[config.mk]
export PLATFORM = sky130hd
export DESIGN_NAME = uart_rx
export DESIGN_NICKNAME = d
export VERILOG_FILES = /design/src/rtl/uart_pkg.sv /design/src/rtl/uart_rx_sync.sv /design/src/rtl/uart_rx.sv
export SDC_FILE = /design/constraint.sdc
export NUM_CORES = 1
export LEC_CHECK = 0
export ABC_AREA = 1
export CELL_PAD_IN_SITES_DETAIL_PLACEMENT = 0
export CELL_PAD_IN_SITES_GLOBAL_PLACEMENT = 2
export CORE_ASPECT_RATIO = 0.7
export CORE_MARGIN = 2
export CORE_UTILIZATION = 34
export DETAILED_ROUTE_END_ITERATION = 16
export HOLD_SLACK_MARGIN = 0.12
export PLACE_DENSITY_LB_ADDON = 0.1
export SLEW_MARGIN = 15
export SYNTH_ARGS = -nofsm -noshare
export SYNTH_HDL_FRONTEND = slang
export SYNTH_HIERARCHICAL = 1
export SYNTH_SLANG_ARGS = --single-unit
[constraint.sdc]
create_clock -name rx_clk -period 2 [get_ports rx_clk]
set_clock_uncertainty 0.05 [all_clocks]
set_input_delay 0.4 -clock rx_clk [delete_from_list [all_inputs] [get_ports rx_clk]]
set_output_delay 0.4 -clock rx_clk [all_outputs]
set_load 0.005 [all_outputs]
[src/rtl/uart_pkg.sv]
// Shared definitions for the UART receiver: state encoding, default sizing
// and the idle line level.
package uart_pkg;

    typedef enum logic [2:0] {
        S_IDLE,
        S_START,
        S_DATA,
        S_PARITY,
        S_STOP
    } state_e;

    localparam int unsigned DEF_WIDTH      = 8;
    localparam int unsigned DEF_OVERSAMPLE = 16;

    localparam logic LINE_IDLE = 1'b1;

endpackage

[src/rtl/uart_rx_sync.sv]
// Two-flop synchronizer for the asynchronous rx line plus a 1->0 edge
// detector on the synchronized level.
module uart_rx_sync
    import uart_pkg::*;
(
    input  logic clk_i,
    input  logic rst_ni,
    input  logic rx_i,
    output logic rx_o,
    output logic fall_o
);

    logic meta_q;
    logic sync_q;
    logic prev_q;

    // All flops reset to the idle level so reset release never looks like an edge
    always_ff @(posedge clk_i or negedge rst_ni) begin
        if (!rst_ni) begin
            meta_q <= LINE_IDLE;
            sync_q <= LINE_IDLE;
            prev_q <= LINE_IDLE;
        end else begin
            meta_q <= rx_i;
            sync_q <= meta_q;
            prev_q <= sync_q;
        end
    end

    assign rx_o   = sync_q;
    assign fall_o = prev_q & ~sync_q;

endmodule

[src/rtl/uart_rx.sv]
// Oversampling UART receiver, mid-bit sampling, one-cycle valid strobe.
// Define UART_RX_PARITY_EN to include the even-parity bit in the frame.
module uart_rx
    import uart_pkg::*;
#(
    parameter int unsigned WIDTH      = DEF_WIDTH,
    parameter int unsigned OVERSAMPLE = DEF_OVERSAMPLE
) (
    input  logic             rx_clk,
    input  logic             rx_reset,
    input  logic             rx,
    output logic [WIDTH-1:0] data_out,
    output logic             rx_valid,
    output logic             parity_err,
    output logic             frame_err,
    output logic             busy
);

    localparam int unsigned CW = $clog2(OVERSAMPLE);
    localparam int unsigned BW = (WIDTH > 1) ? $clog2(WIDTH) : 1;

    localparam logic [CW-1:0] HALF  = CW'(OVERSAMPLE / 2 - 1);
    localparam logic [CW-1:0] LAST  = CW'(OVERSAMPLE - 1);
    localparam logic [BW-1:0] BLAST = BW'(WIDTH - 1);

`ifdef UART_RX_PARITY_EN
    localparam state_e AFTER_DATA = S_PARITY;
`else
    localparam state_e AFTER_DATA = S_STOP;
`endif

    logic rx_s;
    logic fall;

    uart_rx_sync u_sync (
        .clk_i  (rx_clk),
        .rst_ni (rx_reset),
        .rx_i   (rx),
        .rx_o   (rx_s),
        .fall_o (fall)
    );

    state_e           state_q, state_d;
    logic [CW-1:0]    cnt_q, cnt_d;
    logic [BW-1:0]    bit_q, bit_d;
    logic [WIDTH-1:0] shift_q, shift_d;
    logic [WIDTH-1:0] dout_q, dout_d;
    logic             valid_q, valid_d;
    logic             ferr_q, ferr_d;
`ifdef UART_RX_PARITY_EN
    logic             perr_q, perr_d;
    logic             perr_out_q, perr_out_d;
`endif

    always_ff @(posedge rx_clk or negedge rx_reset) begin
        if (!rx_reset) begin
            state_q    <= S_IDLE;
            cnt_q      <= '0;
            bit_q      <= '0;
            shift_q    <= '0;
            dout_q     <= '0;
            valid_q    <= 1'b0;
            ferr_q     <= 1'b0;
`ifdef UART_RX_PARITY_EN
            perr_q     <= 1'b0;
            perr_out_q <= 1'b0;
`endif
        end else begin
            state_q    <= state_d;
            cnt_q      <= cnt_d;
            bit_q      <= bit_d;
            shift_q    <= shift_d;
            dout_q     <= dout_d;
            valid_q    <= valid_d;
            ferr_q     <= ferr_d;
`ifdef UART_RX_PARITY_EN
            perr_q     <= perr_d;
            perr_out_q <= perr_out_d;
`endif
        end
    end

    always_comb begin
        state_d    = state_q;
        cnt_d      = cnt_q + CW'(1);
        bit_d      = bit_q;
        shift_d    = shift_q;
        dout_d     = dout_q;
        valid_d    = 1'b0;
        ferr_d     = ferr_q;
`ifdef UART_RX_PARITY_EN
        perr_d     = perr_q;
        perr_out_d = perr_out_q;
`endif
        unique case (state_q)
            S_IDLE: begin
                cnt_d = '0;
                if (fall) begin
                    state_d = S_START;
                end
            end
            S_START: begin
                // A line back high at mid-start is a glitch, not a frame
                if (cnt_q == HALF) begin
                    cnt_d   = '0;
                    bit_d   = '0;
                    state_d = rx_s ? S_IDLE : S_DATA;
                end
            end
            S_DATA: begin
                if (cnt_q == LAST) begin
                    cnt_d   = '0;
                    shift_d = {rx_s, shift_q[WIDTH-1:1]};
                    if (bit_q == BLAST) begin
                        state_d = AFTER_DATA;
                    end else begin
                        bit_d = bit_q + BW'(1);
                    end
                end
            end
`ifdef UART_RX_PARITY_EN
            S_PARITY: begin
                if (cnt_q == LAST) begin
                    cnt_d   = '0;
                    perr_d  = rx_s ^ (^shift_q);
                    state_d = S_STOP;
                end
            end
`endif
            S_STOP: begin
                // Leaving at mid-stop leaves half a bit to catch the next start edge
                if (cnt_q == LAST) begin
                    cnt_d      = '0;
                    dout_d     = shift_q;
                    valid_d    = 1'b1;
                    ferr_d     = ~rx_s;
`ifdef UART_RX_PARITY_EN
                    perr_out_d = perr_q;
`endif
                    state_d    = S_IDLE;
                end
            end
            default: begin
                cnt_d   = '0;
                state_d = S_IDLE;
            end
        endcase
    end

    assign data_out  = dout_q;
    assign rx_valid  = valid_q;
    assign frame_err = ferr_q;
    assign busy      = (state_q != S_IDLE);
`ifdef UART_RX_PARITY_EN
    assign parity_err = perr_out_q;
`else
    assign parity_err = 1'b0;
`endif

endmodule

After elaboration in Yosys (flattened, before gate mapping):

Cells that the tools add are included.

* flip-flop bits (word level): 31
* input bits: 3
* output and inout bits: 12
* logic and storage cells: 50

* $add $sub $neg: 2
* eq/ne operators: 12
* muxes and demuxes: 16
* bitwise logic cells: 2
* reduce and logical (&&, ||, !) cells: 8

Operator list (number)
* 3-bit 2-to-1 mux: 8
* 2-bit != test, second input constant: 6
* 3-bit one-hot mux with 4 select lines: 1
* 4-bit 2-to-1 mux: 2
* 4-bit one-hot mux with 2 select lines: 1
* 3-bit == test, second input constant: 2
* 3-bit one-hot mux with 2 select lines: 1
* 5-bit AND reduction: 1
* 4-bit by 1-bit adder with 4-bit output, second input constant: 1
* 4-bit by 3-bit == test with 1-bit output, second input constant: 1
* 4-bit == test, second input constant: 1
* 2-bit AND reduction: 2
* 4-bit AND reduction: 1
* 3-bit by 1-bit adder with 3-bit output, second input constant: 1
* 3-bit by 1-bit == test with 1-bit output, second input constant: 1
* 3-bit by 2-bit == test with 1-bit output, second input constant: 1
* 3-bit logical NOT: 1
* 3-bit nonzero test: 1
* 1-bit 2-to-1 mux: 2
* 2-bit 2-to-1 mux: 1
* 2-bit nonzero test: 1
* 2-bit OR reduction: 1
* 1-bit AND: 1
* 1-bit NOT: 1

Logic depth before layout (Yosys ltp):

* depth in word-level cells: 4
* gate-level depth with buffers: 8
* depth with buffers taken out: 8

Modules after synthesis:

Netlist, hierarchy kept.

Modules (own cells, without submodules)
* uart_rx: times used 1, cells an instance 141, area each 1292.5 sq um, seq. area each 700.7 sq um
* uart_rx_sync: times used 1, cells an instance 5, area each 88.8 sq um, seq. area each 78.8 sq um

Least setup slack after synthesis:

OpenSTA, ideal clock, no wires.

* path type: register -> register
* start point: register cnt_q[0]
* end point: register ferr_q (netlist: frame_err)
* library setup time: 120 ps
* arrival: 1277 ps
* data required time: 1830 ps
* path slack: 553 ps
* cell stages (with the launch flop): 8
* path buffers: 1
* period minus slack after synthesis: 1447 ps
* path through: dfrtp_1 ha_1 nand2_2 nor2_4 inv_2 nor3_4 buf_6 a21oi_2

* word-level cells in the longest chain between the ends: 2

Ends and longest elaborated chain
* from (decl): RTL line uart_rx.sv:44 `logic [CW-1:0] cnt_q, cnt_d;`
* from (signal assigned): RTL line uart_rx.sv:70 `cnt_q <= cnt_d;`
* 4-bit == test: RTL line uart_rx.sv:132 `if (cnt_q == LAST) begin`
* 2-bit AND reduction (no source line)
* to (signal assigned): RTL line uart_rx.sv:75 `ferr_q <= ferr_d;`
* to (decl): RTL line uart_rx.sv:49 `logic ferr_q, ferr_d;`

No other way between the ends.
A chain may end at the register's enable or synchronous reset.

Final worst setup path:

* start point: register state_q[1]
* end point: output busy

* word-level cells in the longest chain between the ends: 1

Ends and longest elaborated chain
* from (decl): RTL line uart_rx.sv:43 `state_e state_q, state_d;`
* from (signal assigned): RTL line uart_rx.sv:69 `state_q <= state_d;`
* 3-bit nonzero test: RTL line uart_rx.sv:153 `assign busy = (state_q != S_IDLE);`
* to (decl): RTL line uart_rx.sv:16 `output logic busy`

No other way between the ends.

==> impl_metrics.toml <==
[outcome]
status = "finished, final reports clean"

[clocking]
clkTransAtPathRegs_ns = 0.06
htreeDepth = 2
cts.path.max_buffers = 2
cts_buffers = 5
clk_latency_ns = 0.27
root_buffer = "clkbuf_8"
tritoncts = "yes"
post_cts_buffers = 0
clkSinkCount = 31

[worst_hold_path]
hold_path_depth = 0
hold_end = "u_sync/rx_o"
hp-class = "flip-flop to flip-flop"
worstHoldStart = "u_sync/meta_q"

[timing]
fmax_mhz = 530.4
finalSetupViolations = 0
finalCritPeriodShare_pct = 94.27
slew_viol_final = 0
period_minus_slack_ns = 1.885
timing_hold_violations_final = 0
timing.final.ws_setup_ns = 0.1146
tns_ns = 0
rsz0062_at_grt = "false"

[pwr]
power.internal_w = 0.001109
power_w = 0.001702
p_leak_nw = 0.7879
sequentialPowerShare_pct = 43.8
p_sw_share_pct = 34.82
p_sw_w = 0.0005925
combPwrFrac_pct = 29.7
ir_drop_mv = 0.5174
cellPowerDensity_nw_per_um2 = 1031
p_clk_share_pct = 26.5

[global_route]
grt_use_met2_pct = 15.83
grt_use_met1_pct = 20.69
grt_usage_pct = 13.29
use_met3_pct = 5.222
grt_remaining_overflow = 0
grt.busiest_layer = "met1"
antenna_found_initial = 0
grt_max_degree = 32
grt_pass1_wl_mm = 4.443
grt_pass1_vias = 918

[final_layout]
layout_commonest_cell = "nand2_1"
drive_gt1_share_pct = 19.28
synthToLayoutAreaGrowth_pct = 19.47
diodes = 0
final_cells = 218
layout.nets = 171
layout_common_cells = "nand2_1 (29), dfrtp_1 (28), inv_1 (18)"
final_util_pct = 42.33

[drt]
dr.pass1.iters = 4
vias = 933
via_per_inst = 4.280
drc = 0
initialDrtViolationCount = 36
ant_nets = 0
routed_wl_mm = 2.554
post_drt_wl_per_cell_um = 11.72

[floorplanning]
dieHeight_um = 57.33
dieArea_um2 = 4597
rows = 19
ios = 15
coreArea_um2 = 3899
start_util_pct = 35.43
die_x_um = 80.19

[synthesis]
synthCells = 146
yosysSeqAreaShare_pct = 56.43
yosysWarnings = 6
postSynthAreaPerCell_um2 = 9.461
syn_nets = 152
syn_area_um2 = 1381
yosysUniqueCellTypes = 24
synth_seq_cells = 31

[setup_path]
r2r_cells = 7
cp_max_fo = 3
cp-end-kind = "primary output"
critical_path_arrival_ns = 1.44
timing.rr.start = "cnt_q[0]"
reg2reg_slack_ns = 0.45
r2r-end = "shift_q[3]"
critPathKind = "flip-flop to primary output"
startpoint_type = "flip-flop"
required_ns = 1.55

[place]
port_buffers = 13
dp_slack_ns = 0.3163
gp_congestion = 0.8388
dp_hpwl_mm = 1.910
placed_cells = 210

[job]
drv_cap = 0
==> repair_timing <==
action	in CTS	in global routing
gates resized for setup	0	3
hold buffers	0	0
endpoints found under the setup margin	0	1
==> synth_stat cells (all sizes together) <==
cell type   n  share of area, %
nand3       5               1.8
xor2        1              0.63
dfstp       3               5.7
nand2      31               8.6
nor2       24               8.3
ha          3               2.7
inv        21               5.7
nand3b      2               1.1
buf         3               1.9
nor3b       1              0.54
nand4       3               1.4
a21oi       7               4.2
o21ai      11               4.8
conb        1              0.27
dfrtp      28                51
and2        1              0.45
nor3        1               1.2
==> worst max-delay path, stage by stage, from the launching register on <==
cell and delay (ns):
dfrtp_1 0.41, inv_2 0.09, nand2_2 0.09, nor2_2 0.10
inv_1 0.05, clkdlybuf4s50_1 0.43
==> layout make-up <==
class | instances | area, um^2
Clock buffer | 8 | 80.08
Multi-Input combinational cell | 91 | 501.7
Fill cell | 414 | 2248
Sequential cell | 31 | 779.5
Tap cell | 52 | 65.06
Inverter | 21 | 78.83
Timing Repair Buffer | 15 | 145.1
==> per-layer routing <==
layer  share of wire [%]  vias up
li1                    -      488
met1                  57      422
met2                  37       16
met3                 4.1        7
met4                 1.9        0
met5                   0        -
==> sequential cells by signal (all words and copies together) (netlist names) <==
name and count:
shift_q 8, u_sync/rx_o 1, data_out 8, state_q 3, u_sync/prev_q 1, rx_valid 1
cnt_q 4, bit_q 3, u_sync/meta_q 1, frame_err 1
==> power groups by stage <==
stage / clock network [W] / logic (W) / registers [W]
6_report: 0.000451 / 0.000506 / 0.000745
5_1_grt: 0.000505 / 0.000597 / 0.000753
4_1_cts: 0.000471 / 0.000503 / 0.000743
3_5_place_dp: 0 / 0.000503 / 0.000754
3_3_place_gp: 0 / 0.000497 / 0.000749
2_1_floorplan: 0 / 0.000358 / 0.000742
==> metrics by stage <==
stage	hold slack (ns)	area [um^2]
floorplan	0.05441	1381
global placement	0.2977	1565
detailed placement	0.3037	1565
CTS	0.3147	1645
global route	0.3166	1650
finish	0.3129	1650
==> kinds of logic (layout without fill, tap and decap cells) <==
group / count (synthesis) / in the layout / synth area share, %
and+or+nand+nor: 68 / 68 / 23.37
buffers and inverters: 24 / 44 / 7.609
adders and majority gates: 3 / 3 / 2.718
other: 1 / 1 / 0.2715
xor gates and xnor gates: 1 / 1 / 0.6342
DFF: 31 / 31 / 56.43
AOI/OAI and AO/OA: 18 / 18 / 8.967
==> how the worst max path moves through the flow <==
stage	start	to	slack (ns)	cells after the start
floorplan	cnt_q[0]	frame_err	0.55	7
global placement	state_q[1]	busy	0.35	5
detailed placement	state_q[1]	busy	0.32	5
CTS	state_q[1]	busy	0.006	5
global route	state_q[1]	busy	0.04	5
finish	state_q[1]	busy	0.11	5
Note: power is estimated with default switching activity, not from simulation.
